## src/rtl/hash_drbg_pkg.sv

```systemverilog
// rtl/hash_drbg_pkg.sv - shared constants, state enums and message helpers for the Hash_DRBG stream
package hash_drbg_pkg;

    localparam int BLOCKSIZE    = 512;
    localparam int NBIT_SIZE    = 64;
    localparam int SEEDLEN      = 256;
    localparam int PERS_W       = BLOCKSIZE - SEEDLEN - NBIT_SIZE - 1;
    localparam int DERIVE_PAD_W = BLOCKSIZE - 8 - SEEDLEN - 1 - NBIT_SIZE;

    localparam logic [7:0] PREFIX_C      = 8'h00;
    localparam logic [7:0] PREFIX_RESEED = 8'h01;
    localparam logic [7:0] PREFIX_H      = 8'h03;

    localparam logic [NBIT_SIZE-1:0] LEN_SEED   = 64'd447;
    localparam logic [NBIT_SIZE-1:0] LEN_DERIVE = 64'd264;
    localparam logic [NBIT_SIZE-1:0] LEN_GEN    = 64'd256;

    typedef enum logic [3:0] {
        ST_SEED_V,
        ST_SEED_C,
        ST_IDLE,
        ST_GEN_HASH,
        ST_GEN_OUT,
        ST_UPD_H,
        ST_UPD_V,
        ST_RESEED_V,
        ST_RESEED_C
    } drbg_state_e;

    typedef enum logic [1:0] {
        REQ_IDLE,
        REQ_WAIT,
        REQ_BUSY
    } sha_req_state_e;

    function automatic logic [BLOCKSIZE-1:0] derive_msg(input logic [7:0] prefix,
                                                         input logic [SEEDLEN-1:0] x);
        return {prefix, x, 1'b1, {DERIVE_PAD_W{1'b0}}, LEN_DERIVE};
    endfunction

endpackage

```

## src/rtl/drbg_sha_req.sv

```systemverilog
// rtl/drbg_sha_req.sv - SHA-256 core handshake sequencer with message hold and digest capture
module drbg_sha_req
    import hash_drbg_pkg::*;
(
    input  logic                 clk,
    input  logic                 reset_n,
    input  logic                 start,
    input  logic [BLOCKSIZE-1:0] msg,
    output logic                 done,
    output logic [SEEDLEN-1:0]   digest,
    output logic                 sha_init,
    output logic [BLOCKSIZE-1:0] sha_block,
    input  logic                 sha_ready,
    input  logic [SEEDLEN-1:0]   sha_digest,
    input  logic                 sha_digest_valid
);

    sha_req_state_e state_q, state_d;
    logic init_d, done_d, load, capture;
    logic core_free;

    // A stale digest_valid must have cleared before a new block is issued.
    assign core_free = sha_ready && !sha_digest_valid;

    always_comb begin
        state_d = state_q;
        init_d  = 1'b0;
        done_d  = 1'b0;
        load    = 1'b0;
        capture = 1'b0;
        case (state_q)
            REQ_IDLE: begin
                if (start) begin
                    load = 1'b1;
                    if (core_free) begin
                        init_d  = 1'b1;
                        state_d = REQ_BUSY;
                    end else begin
                        state_d = REQ_WAIT;
                    end
                end
            end
            REQ_WAIT: begin
                if (core_free) begin
                    init_d  = 1'b1;
                    state_d = REQ_BUSY;
                end
            end
            REQ_BUSY: begin
                if (sha_digest_valid) begin
                    capture = 1'b1;
                    done_d  = 1'b1;
                    state_d = REQ_IDLE;
                end
            end
            default: state_d = REQ_IDLE;
        endcase
    end

    always_ff @(posedge clk or negedge reset_n) begin
        if (!reset_n) begin
            state_q   <= REQ_IDLE;
            sha_init  <= 1'b0;
            done      <= 1'b0;
            sha_block <= '0;
            digest    <= '0;
        end else begin
            state_q  <= state_d;
            sha_init <= init_d;
            done     <= done_d;
            if (load) begin
                sha_block <= msg;
            end
            if (capture) begin
                digest <= sha_digest;
            end
        end
    end

endmodule

```

## src/rtl/hash_drbg_stream.sv

```systemverilog
// rtl/hash_drbg_stream.sv - SP800-90A Hash_DRBG returning OUT_BLOCKS words per request with handshake reseed
module hash_drbg_stream
    import hash_drbg_pkg::*;
#(
    parameter int                 OUT_BLOCKS      = 4,
    parameter int                 CTR_W           = 32,
    parameter logic [CTR_W-1:0]   RESEED_INTERVAL = CTR_W'(2**20),
    parameter logic [PERS_W-1:0]  PERS_STRING     = 191'h1E95B49C757C476AD85EA4A86FFD9
) (
    input  logic                 clk,
    input  logic                 reset_n,
    input  logic [SEEDLEN-1:0]   entropy,
    input  logic                 gen_req,
    output logic                 gen_busy,
    output logic [SEEDLEN-1:0]   out_data,
    output logic                 out_valid,
    input  logic                 out_ready,
    output logic                 out_last,
    output logic                 init_ready,
    output logic                 reseed_req,
    input  logic                 reseed_ack,
    output logic [CTR_W-1:0]     reseed_counter_out,
    output logic                 sha_init,
    output logic [BLOCKSIZE-1:0] sha_block,
    input  logic                 sha_ready,
    input  logic [SEEDLEN-1:0]   sha_digest,
    input  logic                 sha_digest_valid
);

    localparam int IDX_W = (OUT_BLOCKS > 1) ? $clog2(OUT_BLOCKS) : 1;
    localparam logic [IDX_W-1:0] LAST_IDX = IDX_W'(OUT_BLOCKS - 1);

    drbg_state_e state_q, state_d;
    logic [SEEDLEN-1:0] v_q, v_d, c_q, c_d, h_q, h_d, data_q, data_d, word_q, word_d;
    logic [IDX_W-1:0]   idx_q, idx_d;
    logic [CTR_W-1:0]   ctr_q, ctr_d;
    logic pend_q, pend_d, busy_q, busy_d, valid_q, valid_d, init_q, init_d;
    logic is_hash, sha_start, sha_done;
    logic [BLOCKSIZE-1:0] msg;
    logic [SEEDLEN-1:0]   digest;

    drbg_sha_req u_sha_req (
        .clk              (clk),
        .reset_n          (reset_n),
        .start            (sha_start),
        .msg              (msg),
        .done             (sha_done),
        .digest           (digest),
        .sha_init         (sha_init),
        .sha_block        (sha_block),
        .sha_ready        (sha_ready),
        .sha_digest       (sha_digest),
        .sha_digest_valid (sha_digest_valid)
    );

    assign gen_busy           = busy_q;
    assign out_data           = word_q;
    assign out_valid          = valid_q;
    assign out_last           = valid_q && (idx_q == LAST_IDX);
    assign init_ready         = init_q;
    assign reseed_req         = (ctr_q > RESEED_INTERVAL);
    assign reseed_counter_out = ctr_q;

    always_comb begin
        msg     = '0;
        is_hash = 1'b1;
        case (state_q)
            ST_SEED_V:               msg = {entropy, PERS_STRING, 1'b1, LEN_SEED};
            ST_SEED_C, ST_RESEED_C:  msg = derive_msg(PREFIX_C, v_q);
            ST_RESEED_V:             msg = derive_msg(PREFIX_RESEED, v_q);
            ST_UPD_H:                msg = derive_msg(PREFIX_H, v_q);
            ST_GEN_HASH:             msg = {data_q, {PERS_W{1'b0}}, 1'b1, LEN_GEN};
            default:                 is_hash = 1'b0;
        endcase
    end

    always_comb begin
        state_d   = state_q;
        v_d       = v_q;
        c_d       = c_q;
        h_d       = h_q;
        data_d    = data_q;
        word_d    = word_q;
        idx_d     = idx_q;
        ctr_d     = ctr_q;
        pend_d    = pend_q;
        busy_d    = busy_q;
        valid_d   = valid_q;
        init_d    = init_q;
        sha_start = 1'b0;

        // Each hashing state issues exactly one SHA transaction and waits for it.
        if (is_hash && !pend_q) begin
            sha_start = 1'b1;
            pend_d    = 1'b1;
        end else if (is_hash && sha_done) begin
            pend_d = 1'b0;
        end

        case (state_q)
            ST_SEED_V: if (pend_q && sha_done) begin
                v_d     = digest;
                state_d = ST_SEED_C;
            end
            ST_SEED_C: if (pend_q && sha_done) begin
                c_d     = digest;
                ctr_d   = CTR_W'(1);
                init_d  = 1'b1;
                state_d = ST_IDLE;
            end
            ST_IDLE: begin
                // Reseed takes priority; the entropy mix is folded into V here so it is sampled at ack.
                if (reseed_ack) begin
                    v_d     = v_q ^ entropy;
                    state_d = ST_RESEED_V;
                end else if (gen_req && !reseed_req) begin
                    data_d  = v_q;
                    idx_d   = '0;
                    busy_d  = 1'b1;
                    state_d = ST_GEN_HASH;
                end
            end
            ST_GEN_HASH: if (pend_q && sha_done) begin
                word_d  = digest;
                valid_d = 1'b1;
                state_d = ST_GEN_OUT;
            end
            ST_GEN_OUT: if (out_ready) begin
                valid_d = 1'b0;
                if (idx_q == LAST_IDX) begin
                    state_d = ST_UPD_H;
                end else begin
                    idx_d   = idx_q + 1'b1;
                    data_d  = data_q + 256'd1;
                    state_d = ST_GEN_HASH;
                end
            end
            ST_UPD_H: if (pend_q && sha_done) begin
                h_d     = digest;
                state_d = ST_UPD_V;
            end
            ST_UPD_V: begin
                v_d     = v_q + h_q + c_q + SEEDLEN'(ctr_q);
                ctr_d   = (ctr_q == {CTR_W{1'b1}}) ? ctr_q : ctr_q + 1'b1;
                busy_d  = 1'b0;
                state_d = ST_IDLE;
            end
            ST_RESEED_V: if (pend_q && sha_done) begin
                v_d     = digest;
                state_d = ST_RESEED_C;
            end
            ST_RESEED_C: if (pend_q && sha_done) begin
                c_d     = digest;
                ctr_d   = CTR_W'(1);
                state_d = ST_IDLE;
            end
            default: state_d = ST_SEED_V;
        endcase
    end

    always_ff @(posedge clk or negedge reset_n) begin
        if (!reset_n) begin
            state_q <= ST_SEED_V;
            v_q     <= '0;
            c_q     <= '0;
            h_q     <= '0;
            data_q  <= '0;
            word_q  <= '0;
            idx_q   <= '0;
            ctr_q   <= '0;
            pend_q  <= 1'b0;
            busy_q  <= 1'b0;
            valid_q <= 1'b0;
            init_q  <= 1'b0;
        end else begin
            state_q <= state_d;
            v_q     <= v_d;
            c_q     <= c_d;
            h_q     <= h_d;
            data_q  <= data_d;
            word_q  <= word_d;
            idx_q   <= idx_d;
            ctr_q   <= ctr_d;
            pend_q  <= pend_d;
            busy_q  <= busy_d;
            valid_q <= valid_d;
            init_q  <= init_d;
        end
    end

endmodule

```

## config.mk

```make
export PLATFORM = sky130hd
export DESIGN_NAME = hash_drbg_stream
export DESIGN_NICKNAME = d
export VERILOG_FILES = /design/src/rtl/hash_drbg_pkg.sv /design/src/rtl/drbg_sha_req.sv /design/src/rtl/hash_drbg_stream.sv
export SDC_FILE = /design/constraint.sdc
export NUM_CORES = 2
export LEC_CHECK = 0
export BUFFER_PORTS_ARGS = -buffer_cell sky130_fd_sc_hd__buf_4
export CAP_MARGIN = 25
export CORE_MARGIN = 2
export CORE_UTILIZATION = 25
export CTS_CLUSTER_DIAMETER = 40
export DETAILED_ROUTE_END_ITERATION = 12
export PLACE_DENSITY_LB_ADDON = 0.12
export REMOVE_ABC_BUFFERS = 1
export SYNTH_ARGS = -nofsm -noshare
export SYNTH_HDL_FRONTEND = slang
export SYNTH_HIERARCHICAL = 1
export SYNTH_SLANG_ARGS = --single-unit
```

## constraint.sdc

```tcl
create_clock -name clk -period 5.5 [get_ports clk]
set_input_delay 1.375 -clock clk [delete_from_list [all_inputs] [get_ports clk]]
set_output_delay 1.375 -clock clk [all_outputs]
set_load 0.02 [all_outputs]
```

### Yosys cells after proc, flatten, opt, wreduce, memory -nomap -nowiden

Cells that the tools add are included.

| word-level totals | value |
|---|---|
| input bits | 519 |
| register bits after elaboration | 2,094 |
| output and inout bits | 806 |
| word-level logic and storage cells | 133 |

| cells by class | value |
|---|---|
| $add $sub $neg | 6 |
| magnitude comparators | 1 |
| bitwise logic cells | 1 |
| reductions and logical operators | 31 |
| equal/unequal tests | 28 |
| mux-type cells | 49 |

Operator list:

| operator | number |
|---|---|
| 512-bit one-hot mux with 5 select lines | 1 |
| 256-bit 2-to-1 mux | 6 |
| 256-bit one-hot mux with 3 select lines | 1 |
| 256-bit adder | 2 |
| 256-bit one-hot mux with 2 select lines | 1 |
| 256-bit by 1-bit adder with 256-bit output (second input constant) | 1 |
| 256-bit by 32-bit adder with 256-bit output | 1 |
| 256-bit XOR | 1 |
| 32-bit 2-to-1 mux | 2 |
| 32-bit one-hot mux with 2 select lines | 1 |
| 32-bit by 1-bit adder with 32-bit output (second input constant) | 1 |
| 32-bit == test (second input constant) | 1 |
| 32-bit by 21-bit > comparator with 1-bit output (second input constant) | 1 |
| 4-bit 2-to-1 mux | 8 |
| 4-bit one-hot mux with 8 select lines | 1 |
| 2-bit inequality test (second input constant) | 12 |
| 4-bit by 3-bit == test with 1-bit output (second input constant) | 4 |
| 2-bit 2-to-1 mux | 8 |
| 3-bit AND reduction | 5 |
| 1-bit 2-to-1 mux | 14 |
| 2-bit nonzero test | 5 |
| 4-bit by 2-bit == test with 1-bit output (second input constant) | 2 |
| 2-bit AND reduction | 4 |
| 7-bit AND reduction | 1 |
| 19 further kinds | 32 |

### Depth between registers and ports, before layout

| logic depth | value |
|---|---|
| depth in word-level cells | 7 |
| mapped depth | 19 |
| gate-level depth less buffers | 19 |

### Hierarchy

Netlist, hierarchy kept.

By module, submodules not included:

| module | cells an instance | area an instance (µm²) | sequential area each (µm²) | instances |
|---|---|---|---|---|
| hash_drbg_stream | 12,133 | 98,787.2 | 33,081.7 | 1 |
| drbg_sha_req | 1,635 | 29,034.1 | 19,318.5 | 1 |

### Least setup slack after synthesis

Ideal clock, no wire load.

| path | value |
|---|---|
| kind | register to register |
| start point | reg ctr_q[1] (netlist: reseed_counter_out[1]) |
| end point | reg v_q[163] |
| setup slack | 0.591 ns |
| period minus slack after synthesis | 4.909 ns |
| library setup time | 0.142 ns |
| data arrival time | 4.766 ns |
| cell stages (with the launch flop) | 20 |
| path buffers | 0 |
| required time | 5.358 ns |
| cells stage by stage | dfrtp_1 > inv_1 > fa_1 > fa_1 > inv_1 > ha_1 > fa_1 > a21oi_1 > o21ai_0 > nand3_1 > a21oi_1 > nor3_1 > o21ai_1 > a21o_1 > a31oi_1 > o31ai_1 > a221o_1 > a41oi_1 > xor2_1 > o221ai_1 |

| between the ends | value |
|---|---|
| cells in the longest elaborated chain, start to end | 2 |

Ends and longest elaborated chain:

| what | line | text |
|---|---|---|
| start, declared | hash_drbg_stream.sv:36 | `logic [CTR_W-1:0] ctr_q, ctr_d;` |
| start signal, assigned | hash_drbg_stream.sv:183 | `ctr_q <= ctr_d;` |
| 256-bit by 32-bit adder with 256-bit output | hash_drbg_stream.sv:143 | `v_d = v_q + h_q + c_q + SEEDLEN'(ctr_q);` |
| 256-bit one-hot mux with 3 select lines | hash_drbg_stream.sv:100 | `case (state_q)` |
| end signal, assigned | hash_drbg_stream.sv:177 | `v_q <= v_d;` |
| end, declared | hash_drbg_stream.sv:34 | `logic [SEEDLEN-1:0] v_q, v_d, c_q, c_d, h_q, h_d, data_q, data_d, word_q, word_d;` |

No other way between the ends.
A chain may end at the register's enable or synchronous reset.

### Final worst setup path

| path | value |
|---|---|
| start point | reg v_q[120] |
| end point | reg v_q[199] |

| between the ends | value |
|---|---|
| cells in the longest elaborated chain, start to end | 4 |

Ends and longest elaborated chain:

| what | line |
|---|---|
| 256-bit adder (2 in series) | hash_drbg_stream.sv:143 |
| 256-bit by 32-bit adder with 256-bit output | hash_drbg_stream.sv:143 |
| 256-bit one-hot mux with 3 select lines | hash_drbg_stream.sv:100 |

No other way between the ends.

==> results.ini <==
[timing]
min_period_ps=5400
rsz0062_at_grt=yes
max_slew.worst_pin.slew_ps=1340
fin_crit_sh_pct=98.1
fin_tns_setup_ps=0
max_freq_mhz=185
clock_skew_ps=163
slew_viol_final=0
hold_viol_final=0
setup_viol=0
max_slew_margin_pct=10.5

[global_route]
grt_pass1_wl_um=976000
antenna_found_initial=113
overflow=0
grt_pass1_vias=119000
grt.total_usage_pct=26.4
grt_max_degree=180

[yosys]
ys_warn_count=6
async_flop_share_pct=100
yosysUniqueCellTypes=106
yosysSeqAreaShare_pct=41.0
synth.cell_area_sq_um=128000
synth_top_area_share_pct=41.0
syn_inst=13800
avgSynthCellArea_sq_um=9.28
yosys.area.top_type=dfrtp_1
synth_seq_cells=2094
synthTopCellsByArea=dfrtp_1 (41%), mux2_2 (9.5%), o21ai_0 (4.9%)
ys.flop_type=dfrtp_1
synth-edff-count=0

[clock_tree]
cts_sinks=2094
hold_buffers=0
clk_pin_slew_ps=50
htree_levels=5
cts_tree=built
cts_buffers=484
clock-root-buffer=clkbuf_16
clk_latency_ps=1110
cts_buffer_depth=4

[power_and_ir_drop]
static-leakage-power_nw=81.0
powerDensity_nw_per_um2=636
intPower_w=0.0606
p_switching_w=0.0498
sequentialPowerShare_pct=24.7
switching_share_pct=45.1
comb_power_share_pct=46.5
ir_drop_mv=0.476
total_power_w=0.110
pwr-share-clk_pct=28.8

[cells_and_area]
fin_util_pct=34.1
drive_gt1_share_pct=29.4
nets=17500
areaGrowthSynthToFinish_pct=35.9
fillCellCount=53000

[die]
die_h_um=719
coreArea_sq_um=509000
ios=1325
rows=262
die_w_um=719
start_util_pct=25.1
dieArea_sq_um=517000

[drt]
drc=0
viasPerCell=5.14
dr.first_iter.drc_count=12700
wire_per_inst_um=30.1
first_pass_iters=13
final_antenna_net_count=0
vias=121000
finalWirelength_um=706000

[place]
gp_congestion=0.969
place_hpwl_um=557000
io_buffers=1324

[run]
max-cap-violations=0

[critical_path]
critical_path_class=register to register
rrSetupSlack_ps=100
cp-end-kind=register
path_max_fanout=5
cp_data_arrival_time_ps=6210
startpoint_type=register
regToRegStartpoint=v_q[120]$_DFFE_PN0P_
r2r_end=v_q[199]$_DFFE_PN0P_
critPathRequiredTime_ps=6320
rr_worst_depth=20

[run_status]
status=completed

[worst_hold_path]
worstHoldPathType=primary input to asynchronous set/reset pin

==> final cells by class <==
type / instances / area (sq um) / area share, %
diodes: 52 / 130 / 0.0749
repair buffers: 2654 / 20900 / 12.1
flip-flops and latches: 2094 / 52400 / 30.2
inverters: 1441 / 5420 / 3.12
clock inverters: 307 / 4640 / 2.67
well taps: 6732 / 8420 / 4.85
clock buffers: 602 / 13300 / 7.67
multi-input cells: 9585 / 68400 / 39.4
==> synthesized netlist by cell type (67+ instances only) <==
library cell,instances
a31oi_1,67
nor4_1,77
nor3_1,211
mux2_2,1074
o22ai_1,86
xnor2_1,273
a32o_1,70
nand2_1,1388
nand4_1,289
nor2_1,931
o221ai_1,94
a21oi_1,1018
fa_1,287
dfrtp_1,2094
and3_1,81
inv_1,1441
a222oi_1,249
xor2_1,110
nand3_1,302
ha_1,482
o21ai_0,1256
o21bai_1,110
a221oi_1,92
a21o_1,130
clkbuf_1,663
a32oi_1,95
buf_6,80
==> repair_timing <==
action / in CTS / in global routing
resized for setup: 109 / 183
pin swaps: 27 / 90
setup buffers: 10 / 29
endpoints found under the setup margin: 133 / 97
==> metal layers <==
layer	vias to the layer above	GRT usage, %	part of all wire [%]	routed length [um]
met1	61200	35.2	43	304000
met4	26	9.76	4.1	29200
met2	4781	42.3	46	322000
met3	1003	5.07	7.1	50000
li1	53700	-	-	-
met5	-	0	0.020	140
==> placed cells by master, fill, tap and decap left out, drive strengths merged, types with 306 or more instances in the layout <==
| cell type | count |
|---|---|
| a21oi | 1022 |
| o21ai | 1273 |
| dfrtp | 2094 |
| nand3 | 306 |
| nor2 | 931 |
| nand2 | 1389 |
| inv | 1464 |
| ha | 482 |
| mux2 | 1095 |
| buf | 2654 |
| clkbuf | 602 |
==> registers in the layout, indices dropped and copies added, names as in the netlist, 2 cells and up <==
signal               cells
state_q                  4
data_q                 256
reseed_counter_out      32
v_q                    256
c_q                    256
h_q                    256
idx_q                    2
u_sha_req/digest       256
u_sha_req/state_q        2
out_data               256
u_sha_req/sha_block    512
==> logic make-up after synthesis <==
| group | share of synthesized area [%] |
|---|---|
| AOI/OAI and AO/OA | 17.7 |
| and+or+nand+nor | 12.6 |
| buffers and inverters | 7.15 |
| DFF | 41.0 |
| muxes | 9.73 |
| adders and majority gates | 9.21 |
| xor gates and xnor gates | 2.62 |
| other | 0.00293 |
==> through the flow <==
step	instances	hold slack (ps)	area [sq um]	setup WS [ps]
final	23500	289	174000	102
after CTS	23400	269	173000	-22.3
after global routing	23400	316	174000	-55.5
after global placement	22500	485	154000	-988
after detailed placement	22500	479	154000	-1040
after floorplan	13100	466	125000	-49350
==> power groups by stage <==
stage	Combinational, W	Clock, W	Sequential [W]
after floorplan	0.0252	0	0.0276
after global placement	0.0503	0	0.0274
after detailed placement	0.0502	0	0.0274
after CTS	0.0506	0.0324	0.0272
after global routing	0.0550	0.0331	0.0279
final	0.0513	0.0318	0.0273
==> worst max path at each step <==
stage	start	to	slack (ps)
after floorplan	state_q[0]$_DFFE_PN0P_	u_sha_req/sha_block[0]$_DFFE_PN0P_	-49350
after global placement	reseed_counter_out[1]$_DFFE_PN0P_	v_q[223]$_DFFE_PN0P_	-990
after detailed placement	reseed_counter_out[1]$_DFFE_PN0P_	v_q[207]$_DFFE_PN0P_	-1040
after CTS	reseed_counter_out[5]$_DFFE_PN0P_	v_q[249]$_DFFE_PN0P_	-20
after global routing	v_q[26]$_DFFE_PN0P_	v_q[254]$_DFFE_PN0P_	-60
final	v_q[120]$_DFFE_PN0P_	v_q[199]$_DFFE_PN0P_	100
==> critical path, cell delays in order (launching register included) <==
cell	delay, ps
dfrtp_1	390
inv_1	150
fa_1	560
inv_1	150
ha_1	330
ha_1	320
buf_4	180
a21oi_1	250
o21bai_1	220
a21oi_1	370
o31ai_1	130
a21oi_1	150
o21ai_0	90
a21boi_0	380
o21ai_4	190
buf_6	160
a21oi_2	320
o21ba_4	300
buf_4	140
xor2_1	170
o221ai_1	150
Power figures use the tool's default switching activity.
